`src/rtl/if_fetch_queue.sv`:
```
// rtl/if_fetch_queue.sv - instruction fetch: one outstanding imem read, {pc, instr} FIFO toward decode
module if_fetch_queue #(
    parameter int DEPTH = 2
) (
    input  logic        clk,
    input  logic        reset,
    input  logic [31:0] pc_in,
    input  logic        pc_valid,
    output logic        fetch_stall,
    input  logic        flush,
    output logic        imem_req,
    output logic [31:0] imem_addr,
    input  logic        imem_ack,
    input  logic [31:0] imem_rdata,
    output logic        id_valid,
    input  logic        id_ready,
    output logic [31:0] id_instr,
    output logic [31:0] id_pc,
    output logic [31:0] id_pc4
);

    localparam int PW = (DEPTH > 1) ? $clog2(DEPTH) : 1;
    localparam int CW = $clog2(DEPTH + 1);

    typedef enum logic [1:0] {
        IDLE = 2'd0,
        WAIT = 2'd1,
        DROP = 2'd2
    } state_t;

    state_t         state_q, state_d;
    logic [31:0]    addr_q, addr_d;
    logic [PW-1:0]  wptr_q, wptr_d;
    logic [PW-1:0]  rptr_q, rptr_d;
    logic [CW-1:0]  count_q, count_d;
    logic [31:0]    pc_mem_q    [DEPTH];
    logic [31:0]    instr_mem_q [DEPTH];

    logic pop;
    logic push;
    logic accept;
    logic issue_ok;

    assign id_valid  = (count_q != '0);
    assign pop       = id_valid & id_ready;
    assign id_pc     = pc_mem_q[rptr_q];
    assign id_instr  = instr_mem_q[rptr_q];
    assign id_pc4    = id_pc + 32'd4;
    assign imem_req  = (state_q != IDLE);
    assign imem_addr = addr_q;

    // A new fetch may issue only if a FIFO slot can be reserved for it; in WAIT the
    // completing read already owns one slot, so one more must remain after this cycle's pop.
    always_comb begin
        issue_ok = 1'b0;
        case (state_q)
            IDLE:    issue_ok = (count_q < CW'(DEPTH));
            WAIT:    issue_ok = imem_ack && ((count_q - CW'(pop)) < CW'(DEPTH - 1));
            default: issue_ok = 1'b0;
        endcase
    end

    assign fetch_stall = ~issue_ok;
    assign accept      = pc_valid & ~flush & ~fetch_stall;

    // Request FSM: issue, complete (with back-to-back reissue), and drain a killed read.
    always_comb begin
        state_d = state_q;
        addr_d  = addr_q;
        push    = 1'b0;
        case (state_q)
            IDLE: begin
                if (accept) begin
                    addr_d  = pc_in;
                    state_d = WAIT;
                end
            end
            WAIT: begin
                if (flush) begin
                    state_d = imem_ack ? IDLE : DROP;
                end else if (imem_ack) begin
                    push = 1'b1;
                    if (accept) begin
                        addr_d = pc_in;
                    end else begin
                        state_d = IDLE;
                    end
                end
            end
            DROP: begin
                if (imem_ack) begin
                    state_d = IDLE;
                end
            end
            default: state_d = IDLE;
        endcase
    end

    // FIFO bookkeeping; flush wipes occupancy and pointers ahead of any push or pop.
    always_comb begin
        wptr_d  = wptr_q;
        rptr_d  = rptr_q;
        count_d = count_q;
        if (flush) begin
            wptr_d  = '0;
            rptr_d  = '0;
            count_d = '0;
        end else begin
            if (push) begin
                wptr_d = wptr_q + PW'(1);
            end
            if (pop) begin
                rptr_d = rptr_q + PW'(1);
            end
            case ({push, pop})
                2'b10:   count_d = count_q + CW'(1);
                2'b01:   count_d = count_q - CW'(1);
                default: count_d = count_q;
            endcase
        end
    end

    // State, address and pointer registers.
    always_ff @(posedge clk or posedge reset) begin
        if (reset) begin
            state_q <= IDLE;
            addr_q  <= '0;
            wptr_q  <= '0;
            rptr_q  <= '0;
            count_q <= '0;
        end else begin
            state_q <= state_d;
            addr_q  <= addr_d;
            wptr_q  <= wptr_d;
            rptr_q  <= rptr_d;
            count_q <= count_d;
        end
    end

    // Entry storage; the pushed PC is the address the completing read was issued at.
    always_ff @(posedge clk or posedge reset) begin
        if (reset) begin
            for (int i = 0; i < DEPTH; i++) begin
                pc_mem_q[i]    <= '0;
                instr_mem_q[i] <= '0;
            end
        end else if (push) begin
            pc_mem_q[wptr_q]    <= addr_q;
            instr_mem_q[wptr_q] <= imem_rdata;
        end
    end

endmodule

```
`config.mk`:
```
export PLATFORM = sky130hd
export DESIGN_NAME = if_fetch_queue
export DESIGN_NICKNAME = d
export VERILOG_FILES = /design/src/rtl/if_fetch_queue.sv
export SDC_FILE = /design/constraint.sdc
export NUM_CORES = 1
export LEC_CHECK = 0
export CELL_PAD_IN_SITES_DETAIL_PLACEMENT = 0
export CELL_PAD_IN_SITES_GLOBAL_PLACEMENT = 1
export CORE_UTILIZATION = 43
export DETAILED_ROUTE_END_ITERATION = 7
export HOLD_SLACK_MARGIN = 0.05
export PLACE_DENSITY_LB_ADDON = 0.25
export SETUP_SLACK_MARGIN = 0.1
export SYNTH_ARGS = -nofsm -noshare
export SYNTH_HDL_FRONTEND = slang
export SYNTH_SLANG_ARGS = --single-unit
```
`constraint.sdc`:
```
create_clock -name clk -period 8.5 [get_ports clk]
set_input_delay 0.85 -clock clk [delete_from_list [all_inputs] [get_ports clk]]
set_output_delay 0.85 -clock clk [all_outputs]
set_load 0.01 [all_outputs]
```
== Yosys cells after proc, flatten, opt, wreduce, memory -nomap -nowiden ==
Index checks and enable logic that the tools add are counted.

* Register bits: 166
* Input bits: 70
* Output and inout bits: 131

* Muxes and demuxes: 31
* Magnitude comparators: 5
* Reduce and logical (&&, ||, !) cells: 11
* Add/sub/neg operators: 6
* Equal/unequal tests: 10
* Bitwise operators: 7

{| class="wikitable"
|+ Operators by type and width
! kind !! count
|-
| $mux 32 || 10
|-
| $bwmux 64 || 2
|-
| $pmux 32 s2 || 1
|-
| $add 32x3->32 const B || 1
|-
| $demux 32 s1 || 1
|-
| $mux 2 || 7
|-
| $reduce_bool 2->1 || 5
|-
| $ne 2x2->1 const B || 4
|-
| $mux 1 || 7
|-
| $ne 3x3->1 const B || 2
|-
| $pmux 2 s3 || 1
|-
| $eq 2x1->1 const B || 2
|-
| $eq 2x2->1 const B || 2
|-
| $ge 2x2->1 const B || 2
|-
| $lt 2x1->1 const B || 2
|-
| $not 1->2 || 2
|-
| $pmux 2 s2 || 1
|-
| $reduce_and 4->1 || 1
|-
| $and 1x1->1 || 3
|-
| $reduce_and 3->1 || 1
|-
| $reduce_bool 3->1 || 1
|-
| $add 1x1->1 const B || 2
|-
| $add 2x1->2 const B || 1
|-
| $logic_and 1x1->1 || 2
|-
| 6 further kinds || 7
|}

== Depth between registers and ports, before layout ==
* Depth in word-level cells: 11
* Gate-level depth with buffers: 13
* Mapped depth without buffers: 9

== Least setup slack after synthesis ==
No wires, ideal clock.

* Kind: reg-to-output
* From: reg rptr_q
* To: out id_pc4[24]
* Buffers on the path: 5
* Arrival time: 2.749 ns
* Cell stages (with the launch flop): 14
* Data required time: 7.650 ns
* Slack: 4.901 ns
* Cells stage by stage: dfrtp_1 buf_6 buf_6 buf_4 buf_2 buf_2 mux2i_1 inv_1 ha_1 nand4_1 a22oi_4 nand4_2 nor3b_2 xor2_1

* Word-level cells in the longest chain between the ends: 5

{| class="wikitable"
|+ Ends and longest elaborated chain
! item !! RTL line !! source
|-
| from (decl) || 34 || <nowiki>logic [PW-1:0] rptr_q, rptr_d;</nowiki>
|-
| from (signal assigned) || 135 || <nowiki>rptr_q <= rptr_d;</nowiki>
|-
| $not 1->2 (not written as such) || 46 || <nowiki>assign id_pc = pc_mem_q[rptr_q];</nowiki>
|-
| $mux 32 (not written as such) (3 in series) || 46 ||
|-
| via id_pc[2] || 18 || <nowiki>output logic [31:0] id_pc,</nowiki>
|-
| $add 32x3->32 || 48 || <nowiki>assign id_pc4 = id_pc + 32'd4;</nowiki>
|-
| to (decl) || 19 || <nowiki>output logic [31:0] id_pc4</nowiki>
|}

The timed path passes the listed nets, and every way through them passes these cells. The select of a mux whose other input is x is not followed.

== Final worst setup path ==
* From: reg rptr_q
* To: out id_pc4[26]

* Word-level cells in the longest chain between the ends: 5

{| class="wikitable"
|+ Ends and longest elaborated chain
! item !! RTL line
|-
| $not 1->2 (not written as such) || 46
|-
| $mux 32 (not written as such) (3 in series) || 46
|-
| $add 32x3->32 || 48
|}

Every way passes these cells. The select of a mux whose other input is x is not followed.

==> reports/results.ini <==
[power]
p_sw_frac = 0.299
combinationalPowerShare = 0.380
powerDensity_nw_per_um2 = 298
ir_drop_mv = 0.159
p_leak_nw = 4.62
internal_power_w = 0.00224
clock_power_share = 0.257
power.switching_w = 0.000953
p_seq_frac = 0.362

[drt]
routedWlPerCell_um = 18.1
viasPerCell = 5.25
vias = 5297
route.detailed.drc = 0
ant_nets = 0
drt-pass1-iter-count = 4
initialDrtViolationCount = 164
wirelength_um = 18300

[sta]
finalCritPeriodShare = 0.539
slew_violations = 0
setup_viol = 0
hold_slack_ps = 491
worst_clock_skew_ps = 7.64
period_needed_ps = 4580
hold_viol = 0
rsz0062_at_grt = no
relSlewSlack = 0.323
tns_ps = 0
tightest_slew_ps = 1010
fmax_mhz = 218

[yosys]
syn_nets = 646
ys_seq_elements = 166
synth_ff_type = dfrtp_1
synth_edf_count = 0
netlist_area_sq_um = 7900
async_flop_share = 1.00
synth_cell_type_count = 43
postSynthCellCount = 574
syn_avg_cell_area_sq_um = 13.8
synth_warnings = 0
ys_seq_area_frac = 0.526

[critical_path]
worst_setup_path_start_kind = flip-flop
worstSetupEndpointType = output port
r2r_cells = 8
crit_arrival_ps = 3730
reg2reg_from = count_q[1]
cp_max_fo = 67
critPathKind = flip-flop to output port
r2r-end = imem_addr[23]
regToRegSetupSlack_ps = 5490
required_ps = 7650

[floorplanning]
initial_utilization = 0.440
coreArea_sq_um = 18000
io_pins = 201
die_area_sq_um = 18900
fp.dieW_um = 138
die_y_um = 138
num_rows = 49

[min_path]
hp-start = instr_mem_q[49]
min_path_cells = 1
min_to = instr_mem_q[49]
hp-class = flip-flop to flip-flop

[layout]
final_common_cell = mux2_2
area_growth_pct = 35.3
nNetsFinal = 840
mostFrequentLayoutCells = 209 x mux2_2, 200 x clkdlybuf4s50_1, 165 x dfrtp_1
post-route-cell-area_sq_um = 10700
post_layout_nonfiller_instances = 1009
antennaDiodeCount = 0
drive_gt1_frac = 0.340

[run_status]
status = complete, no violations

[clock_network]
cts_setup_buffers = 0
clock-sinks = 166
cts_tree = built
h-tree-depth = 4
cts_root_buf = clkbuf_16
hold_buffers = 0
cts_resized = 0
clockBufferDepth = 2
clk_pin_slew_worst_paths_ps = 60
clock_latency_ps = 420
cts_buffers = 17

[placed_design]
place_inst = 978
port_buffers = 200
place_area_sq_um = 10100
dp_hpwl_um = 12600
globalplace.congestion = 0.792

[flow_run]
maxCapViolCount = 0

[global_routing]
antenna_found_initial = 0
grt_pass1_wl_um = 28700
globalRouteTotalUtil = 0.201
grt_pass1_vias = 5577
grt_remaining_overflow = 0
grt_max_degree = 104

==> routing by layer <==
metal,up-vias,track usage,wire length [um]
li1,2446,-,-
met1,2676,0.245,7860
met2,152,0.337,8960
met3,23,0.0567,1130
met4,0,0.0745,335
met5,-,0,0
==> cells in the mapped netlist (2+ instances only) <==
cell type | instances | area (sq um)
mux2_2 | 209 | 2350
dfrtp_1 | 166 | 4150
buf_2 | 22 | 110
nand2_1 | 22 | 82.6
xnor2_1 | 20 | 175
nand3_1 | 18 | 90.1
inv_1 | 11 | 41.3
nor2_1 | 11 | 41.3
xor2_1 | 10 | 87.6
mux2i_1 | 9 | 90.1
nand4_1 | 8 | 50.1
o21ai_0 | 7 | 35.0
a21oi_1 | 6 | 30.0
mux2_1 | 6 | 67.6
nand4b_1 | 5 | 43.8
buf_4 | 4 | 30.0
and3_1 | 3 | 18.8
buf_6 | 3 | 33.8
nand2b_1 | 3 | 18.8
a221oi_2 | 2 | 30.0
a22oi_2 | 2 | 25.0
ha_1 | 2 | 25.0
nand3b_1 | 2 | 15.0
nand3b_4 | 2 | 40.0
nor3b_2 | 2 | 25.0
or2_2 | 2 | 12.5
==> worst max-delay path, stage by stage (launching register included) <==
cell and delay (ps):
dfrtp_4 650, buf_4 750, mux2i_1 320, a211oi_2 320
nand4_2 250, a221oi_2 260, xnor2_1 160, clkdlybuf4s50_1 560
==> how the worst max path moves through the flow <==
stage | start | end | slack, ps
after floorplan | reset | count_q[0] | 3160
after global placement | rptr_q | id_pc4[26] | 4420
after detailed placement | rptr_q | id_pc4[26] | 4330
after CTS | rptr_q | id_pc4[26] | 3870
after global routing | rptr_q | id_pc4[26] | 3650
final | rptr_q | id_pc4[26] | 3920
==> power by group through the flow <==
stage	clock (W)	sequential [W]	combinational (W)
2_1_floorplan	0	0.00113	0.000606
3_3_place_gp	0	0.00115	0.00121
3_5_place_dp	0	0.00117	0.00122
4_1_cts	0.000844	0.00116	0.00123
5_1_grt	0.000874	0.00119	0.00131
6_report	0.000821	0.00116	0.00121
==> flip-flops by register name, summed over array words and instances, names as in the netlist <==
name         cells
imem_addr       32
pc_mem_q        64
rptr_q           1
wptr_q           1
instr_mem_q     64
state_q          2
count_q          2
==> final cells by class <==
class / count / area (sq um)
clock buffer: 21 / 460
clock inverter: 10 / 170
fill: 1429 / 7270
inverter: 11 / 46.3
multi-input combinational: 368 / 3540
sequential: 166 / 4160
tap: 229 / 287
timing repair buffer: 204 / 2030
==> through the flow <==
stage / util / total power, W / setup WS [ps]
floorplan: - / 0.00174 / 3160
global placement: 0.560 / 0.00236 / 4420
detailed placement: 0.560 / 0.00239 / 4330
CTS: 0.595 / 0.00323 / 3870
global route: 0.595 / 0.00337 / 3650
finish: 0.595 / 0.00319 / 3920
==> cell families (layout without fill, tap and decap cells) <==
| family | after synthesis | after routing | synth area share |
|---|---|---|---|
| AO/OA/AOI/OAI | 24 | 24 | 0.0249 |
| multiplexers | 224 | 224 | 0.318 |
| AND/OR/NAND/NOR | 88 | 88 | 0.0681 |
| adder cells (fa/ha/maj) | 2 | 2 | 0.00317 |
| buffers and inverters | 40 | 246 | 0.0272 |
| XOR/XNOR | 30 | 30 | 0.0332 |
| flip-flops | 166 | 166 | 0.526 |
Note: power is estimated with default switching activity, not from simulation.
